===== config.mk =====
export PLATFORM = sky130hd
export DESIGN_NAME = div_share_ctrl
export DESIGN_NICKNAME = d
export VERILOG_FILES = /design/src/rtl/div_share_ctrl.sv
export SDC_FILE = /design/constraint.sdc
export NUM_CORES = 1
export LEC_CHECK = 0
export BUFFER_PORTS_ARGS = -buffer_cell sky130_fd_sc_hd__buf_4
export CORE_MARGIN = 4
export CORE_UTILIZATION = 25
export CTS_CLUSTER_DIAMETER = 80
export DETAILED_ROUTE_END_ITERATION = 8
export PLACE_DENSITY = 0.58
export SETUP_SLACK_MARGIN = 0.02
export SLEW_MARGIN = 0
export SYNTH_ARGS = -nofsm -noshare
export SYNTH_HDL_FRONTEND = slang
export SYNTH_SLANG_ARGS = --single-unit

===== constraint.sdc =====
create_clock -name clock -period 4.5 [get_ports clock]
set_input_delay 0.45 -clock clock [delete_from_list [all_inputs] [get_ports clock]]
set_output_delay 0.45 -clock clock [all_outputs]
set_load 0.05 [all_outputs]

===== src/rtl/div_share_ctrl.sv =====
`default_nettype none
// ============================================================================
// Module   : div_share_ctrl
// Purpose  : Shares one iterative signed divider between two requesters.
//            Round-robin grant, operand latch, start/busy handshake to the
//            divider, divide-by-zero short-circuit, tagged one-cycle result.
// Revision : 1.0  initial release
// ============================================================================
module div_share_ctrl #(
  parameter int WIDTH = 32
) (
  input  logic             clock,
  input  logic             reset,
  input  logic             req0_valid,
  input  logic [WIDTH-1:0] req0_dividend,
  input  logic [WIDTH-1:0] req0_divisor,
  output logic             req0_ready,
  input  logic             req1_valid,
  input  logic [WIDTH-1:0] req1_dividend,
  input  logic [WIDTH-1:0] req1_divisor,
  output logic             req1_ready,
  output logic             out_valid,
  output logic             out_id,
  output logic [WIDTH-1:0] out_q,
  output logic [WIDTH-1:0] out_r,
  output logic             out_dz,
  output logic             div_reset,
  output logic             div_start,
  output logic [WIDTH-1:0] div_dividend,
  output logic [WIDTH-1:0] div_divisor,
  input  logic             div_busy,
  input  logic [WIDTH-1:0] div_q,
  input  logic [WIDTH-1:0] div_r
);

  typedef enum logic [2:0] {
    S_IDLE      = 3'd0,
    S_START     = 3'd1,
    S_WAIT_BUSY = 3'd2,
    S_RUN       = 3'd3,
    S_DONE      = 3'd4
  } state_t;

  state_t           r_state;
  state_t           w_state_nxt;

  logic             r_last_grant;
  logic             r_id;
  logic             r_dz;
  logic [WIDTH-1:0] r_q;
  logic [WIDTH-1:0] r_r;
  logic [WIDTH-1:0] r_dividend;
  logic [WIDTH-1:0] r_divisor;

  logic             w_grant_any;
  logic             w_grant_id;
  logic [WIDTH-1:0] w_win_dividend;
  logic [WIDTH-1:0] w_win_divisor;
  logic             w_win_dz;
  logic             w_req0_ready;
  logic             w_req1_ready;
  logic             w_accept;
  logic             w_div_start;
  logic             w_out_valid;
  logic             w_load_result;

  // Round-robin grant: a lone request wins outright; on a tie the requester
  // that did not win last time is chosen.
  always_comb begin
    w_grant_any = req0_valid | req1_valid;
    if (req0_valid && req1_valid) begin
      w_grant_id = ~r_last_grant;
    end else begin
      w_grant_id = req1_valid;
    end
    w_win_dividend = w_grant_id ? req1_dividend : req0_dividend;
    w_win_divisor  = w_grant_id ? req1_divisor  : req0_divisor;
    w_win_dz       = (w_win_divisor == '0);
  end

  // Next-state and decoded outputs. Ready is additionally gated by reset so
  // that no requester sees an accept while the controller is held in reset.
  always_comb begin
    w_state_nxt  = r_state;
    w_req0_ready = 1'b0;
    w_req1_ready = 1'b0;
    w_div_start  = 1'b0;
    w_out_valid  = 1'b0;
    case (r_state)
      S_IDLE: begin
        w_req0_ready = reset & w_grant_any & ~w_grant_id;
        w_req1_ready = reset & w_grant_any &  w_grant_id;
        if (w_grant_any) begin
          w_state_nxt = w_win_dz ? S_DONE : S_START;
        end
      end
      S_START: begin
        w_div_start = 1'b1;
        w_state_nxt = S_WAIT_BUSY;
      end
      S_WAIT_BUSY: begin
        if (div_busy) begin
          w_state_nxt = S_RUN;
        end
      end
      S_RUN: begin
        if (!div_busy) begin
          w_state_nxt = S_DONE;
        end
      end
      S_DONE: begin
        w_out_valid = 1'b1;
        w_state_nxt = S_IDLE;
      end
      default: begin
        w_state_nxt = S_IDLE;
      end
    endcase
  end

  assign w_accept      = w_req0_ready | w_req1_ready;
  assign w_load_result = (r_state == S_RUN) & ~div_busy;

  // State register; reset aborts any in-flight division back to IDLE.
  always_ff @(posedge clock or negedge reset) begin
    if (!reset) begin
      r_state <= S_IDLE;
    end else begin
      r_state <= w_state_nxt;
    end
  end

  // Operand latch and grant history, updated only on the accept edge so the
  // divider sees stable operands until the next accept.
  always_ff @(posedge clock or negedge reset) begin
    if (!reset) begin
      r_last_grant <= 1'b1;
      r_id         <= 1'b0;
      r_dividend   <= '0;
      r_divisor    <= '0;
    end else if (w_accept) begin
      r_last_grant <= w_grant_id;
      r_id         <= w_grant_id;
      r_dividend   <= w_win_dividend;
      r_divisor    <= w_win_divisor;
    end
  end

  // Result registers: zero-divisor substitute on accept, divider result when
  // busy falls in RUN. They hold their value between results.
  always_ff @(posedge clock or negedge reset) begin
    if (!reset) begin
      r_q  <= '0;
      r_r  <= '0;
      r_dz <= 1'b0;
    end else if (w_accept && w_win_dz) begin
      r_q  <= '1;
      r_r  <= w_win_dividend;
      r_dz <= 1'b1;
    end else if (w_load_result) begin
      r_q  <= div_q;
      r_r  <= div_r;
      r_dz <= 1'b0;
    end
  end

  assign req0_ready   = w_req0_ready;
  assign req1_ready   = w_req1_ready;
  assign div_start    = w_div_start;
  assign out_valid    = w_out_valid;
  assign out_id       = r_id;
  assign out_q        = r_q;
  assign out_r        = r_r;
  assign out_dz       = r_dz;
  assign div_dividend = r_dividend;
  assign div_divisor  = r_divisor;
  assign div_reset    = ~reset;

endmodule
`default_nettype wire


Yosys cells after proc, flatten, opt, wreduce, memory -nomap -nowiden

Cells that the tools add are included.

Register bits after elaboration: 134
Input port bits: 197
Output and inout bits: 135
Word-level logic and storage cells: 49

Equal/unequal tests: 7
Multiplexer cells: 18
Bitwise logic cells: 10
Reduce and logical (&&, ||, !) cells: 6

Operators by type and width:

| kind                                                            | number |
|---|---|
| 32-bit two-way mux                                              | 6 |
| 32-bit zero test                                                | 1 |
| 3-bit two-way mux                                               | 4 |
| 3-bit one-hot mux with 4 select lines                           | 1 |
| 1-bit two-way mux                                               | 7 |
| 3-bit by 2-bit == test with 1-bit output, second input constant | 2 |
| 2-bit != test, second input constant                            | 3 |
| 1-bit AND                                                       | 4 |
| 1-bit inverter                                                  | 4 |
| 3-bit by 1-bit == test with 1-bit output, second input constant | 1 |
| 3-bit == test, second input constant                            | 1 |
| 3-bit zero test                                                 | 1 |
| 3-bit AND reduction                                             | 1 |
| 1-bit logical AND                                               | 2 |
| 1-bit OR                                                        | 2 |
| 2-bit nonzero test                                              | 1 |

Logic depth before layout (Yosys ltp)

Depth after elaboration: 8
Gate-level depth with buffers: 8

Least setup slack after synthesis

Ideal clock, no wire load.

Kind: in2out
Start: input port req1_valid
End: output port req1_ready
Arrival time: 2.438 ns
Setup slack: 1.612 ns
Stages: 3
Path through: a21bo_2 buf_2 nor4_1

Word-level cells in the longest chain between the ends: 4
Elaborated cells between the ends (all ways): 6

Ends and longest elaborated chain:

| what                                           | line   | text |
|---|---|---|
| from (decl)                                    | 18     | `input logic req1_valid,` |
| 1-bit OR or 1-bit logical AND (tied branches)  | 70, 71 |  |
| 1-bit AND or 1-bit two-way mux (tied branches) | 92, 71 |  |
| 1-bit AND *                                    | 92     | `w_req1_ready = reset & w_grant_any & w_grant_id;` |
| 1-bit two-way mux *                            | 89     | `case (r_state)` |
| to (decl)                                      | 21     | `output logic req1_ready,` |

Every way passes the cells marked *; elsewhere a longest branch is shown, timed or not.

Worst setup path in the final report

Start: input port reset
End: register r_r[13], in the netlist out_r[13]

Word-level cells in the longest chain between the ends: 6
Elaborated cells between the ends (all ways): 9

Ends and longest elaborated chain:

| what                                                     | line   | text |
|---|---|---|
| from (decl)                                              | 13     | `input logic reset,` |
| 1-bit AND *                                              | 91, 92 |  |
| 1-bit AND, on equally long branches                      | 91, 92 |  |
| 1-bit two-way mux                                        | 89     |  |
| 1-bit OR *                                               | 121    | `assign w_accept = w_req0_ready \| w_req1_ready;` |
| 1-bit logical AND *                                      | 156    | `end else if (w_accept && w_win_dz) begin` |
| 32-bit two-way mux or 2-bit nonzero test (tied branches) | n/a    |  |
| to (signal assigned)                                     | 158    | `r_r <= w_win_dividend;` |
| to (signal assigned)                                     | 162    | `r_r <= div_r;` |
| to (decl)                                                | 51     | `logic [WIDTH-1:0] r_r;` |

Marks and branches as above.
A chain may end at the register's enable or synchronous reset.

==> impl_metrics.py <==
metrics = {
    "setup_path": {
        "reg2reg_depth": 6,
        "crit_fanout": 131,
        "path_class": "input pin to flip-flop",
        "r2r_slack_ps": 1960,
        "end_kind": "flip-flop",
        "crit_required_ps": 4770,
        "reg2reg_to": "out_r[13]$_DFFE_PN0P_",
        "cp-start-kind": "input pin",
        "critical_path_arrival_ps": 2980,
        "crit_path_end": "out_r[13]$_DFFE_PN0P_",
        "startpoint": "reset",
        "r2r-start": "r_last_grant$_DFFE_PN1N_",
    },
    "layout": {
        "stdcell_area_sq_mm": 0.00955,
        "final_cell_mix": "buf_4, nand2_1, dfrtp_1",
        "final_net_count": 1140,
        "instances_no_fill": 1280,
        "syn_to_final_growth_pct": 55.1,
        "diodes": 0,
        "layout-drive-gt1-share_pct": 40.4,
        "n_fill_cell": 2478,
        "fin_util_pct": 39.4,
        "final_common_cell": "buf_4",
    },
    "sta": {
        "period_minus_slack_ps": 2700,
        "slew_violations": 0,
        "slew-limit-headroom_pct": 47.1,
        "skew_ps": 10.8,
        "finalSetupTns_ps": 0,
        "fin_crit_sh_pct": 60.1,
        "rsz0062_at_grt": "no",
        "worst_pin_slew_ps": 794,
        "setup_ws_ps": 1800,
        "fmax_ghz": 0.370,
        "hold_viol": 0,
        "timing.hold.ws_ps": 255,
        "setup_viol": 0,
    },
    "global_routing": {
        "grt_pass1_vias": 5706,
        "grt_pass1_wl_microns": 32100,
        "grt_antenna_before_repair": 0,
        "overflow": 0,
        "grt_util_all_layers_pct": 15.4,
        "grt_start_max_net_pins": 132,
    },
    "power_and_ir_drop": {
        "p_per_area_mw_per_mm2": 826,
        "leakage_nw": 5.05,
        "total_power_mw": 7.89,
        "ir_drop_mv": 0.346,
    },
    "clock_tree": {
        "cts_buffers": 17,
        "cts.path.max_buffers": 2,
        "h-tree-depth": 4,
        "insertion_delay_ps": 410,
        "cts_tree": "built",
        "cts.sinks": 134,
        "cts_resized": 0,
        "clkTransAtPathRegs_ps": 60,
        "clockRootBuffer": "clkbuf_16",
    },
    "route": {
        "firstDrtPassIters": 4,
        "antenna_left": 0,
        "post-route-drc-count": 0,
        "routed_via_density": 4.46,
        "num_vias": 5704,
        "drt-total-wl_microns": 21900,
        "avgRoutedWirePerCell_microns": 17.1,
        "drt_iter0_markers": 378,
    },
    "run_status": {
        "status": "complete, no violations",
    },
    "die": {
        "start_util_pct": 25.4,
        "fp-row-count": 57,
        "dieArea_sq_mm": 0.0272,
        "core_sq_mm": 0.0242,
        "die_y_microns": 165,
        "ios": 332,
        "die_w_microns": 165,
    },
    "run": {
        "max_cap_violations": 0,
    },
    "yosys": {
        "syn_nets": 823,
        "synth.distinct_cells": 37,
        "synth_area_leaders": "dfrtp_1, mux2i_1, nand2_1",
        "synth.largest_area_cell": "dfrtp_1",
        "ys.warnings.count": 0,
        "ys_async_sr_fraction_pct": 100,
        "ys_seq_elements": 134,
        "synth_cells": 626,
        "synth_top_area_share_pct": 54.1,
        "synth-edff-count": 0,
        "synth_seq_area_share_pct": 54.5,
        "synth-main-ff-cell": "dfrtp_1",
        "syn_area_sq_mm": 0.00616,
        "synth.avg_cell_area_sq_um": 9.84,
    },
    "placement": {
        "place_ws_ps": 1730,
        "io_buffers": 331,
        "placed_cells": 1247,
        "gp_congestion": 0.794,
        "postPlaceCellArea_sq_mm": 0.00894,
        "dp_hpwl_microns": 16500,
    },
    "hold_path": {
        "hold_path_class": "input pin to flip-flop",
    },
}
-- state kept, by name, summed over array words and instances, names as in the netlist --
signal	flops
div_divisor	32
r_last_grant	1
out_dz	1
out_q	32
r_state	3
out_r	32
div_dividend	32
out_id	1
-- kinds of logic after synthesis --
| kind of cell | share of synthesized area, % |
|---|---|
| buf+inv | 3.76 |
| simple gates | 19.1 |
| mux | 14.7 |
| compound gates | 7.97 |
| flops | 54.5 |
-- timing repair --
item / 4_1_cts / 5_1_grt
hold buffers: 1 / 0
endpoints found under the hold margin: 22 / 0
buffers inserted: 0 / 0
-- layout make-up --
type	count	area, sq um	share of cell area [%]
Multi-Input combinational cell	446	2600	27.3
Inverter	3	11.3	0.118
Sequential cell	134	3350	35.1
Timing Repair Buffer	341	2580	27.0
Clock inverter	13	143	1.49
Clock buffer	19	453	4.74
Tap cell	324	405	4.25
-- critical path, stage by stage --
cell           delay [ps]
dlygate4sd3_1         540
buf_6                 260
nand2b_1              170
nor2_4                130
buf_12                450
o211ai_4              380
buf_4                 370
mux2i_1               160
-- power breakdown --
part / switching [mW] / leakage (nW) / internal [mW]
Sequential: 0.331 / 1.57 / 1.80
Clock: 0.561 / 0.291 / 0.854
Combinational: 3.03 / 3.19 / 1.31
-- metal layers --
| metal | part of all wire [%] | track usage [%] | vias up | wire (microns) |
|---|---|---|---|---|
| met4 | 1.5 | 3.97 | 0 | 326 |
| met3 | 8.3 | 5.14 | 15 | 1820 |
| li1 | - | - | 2786 | - |
| met2 | 48 | 25.4 | 205 | 10500 |
| met5 | 0 | 0 | - | 0 |
| met1 | 42 | 19.5 | 2698 | 9230 |
-- Yosys cell counts (all sizes together), types with 2 or more instances --
cell and n:
mux2 3, dfrtp 133, buf 27, o2111ai 3, a31oi 32, inv 3
o211a 2, a21oi 31, nor2 68, clkbuf 16, o21ai 2, nor3b 2
o211ai 4, o21bai 2, nand4 4, mux2i 87, nand3 34, nand2 147
nor4 13, nor3 5
-- worst min path at each step --
stage               startpoint                     endpoint  slack [ps]  depth (start not counted)
global placement         reset        out_q[24]$_DFFE_PN0P_         330                          1
finish               div_q[30]        out_q[30]$_DFFE_PN0P_         250                          3
floorplan                reset  div_dividend[0]$_DFFE_PN0N_         150                          0
global route         div_q[30]        out_q[30]$_DFFE_PN0P_         230                          3
CTS                  div_q[30]        out_q[30]$_DFFE_PN0P_         230                          3
detailed placement       reset        out_q[24]$_DFFE_PN0P_         330                          1
Note: power is estimated with default switching activity, not from simulation.
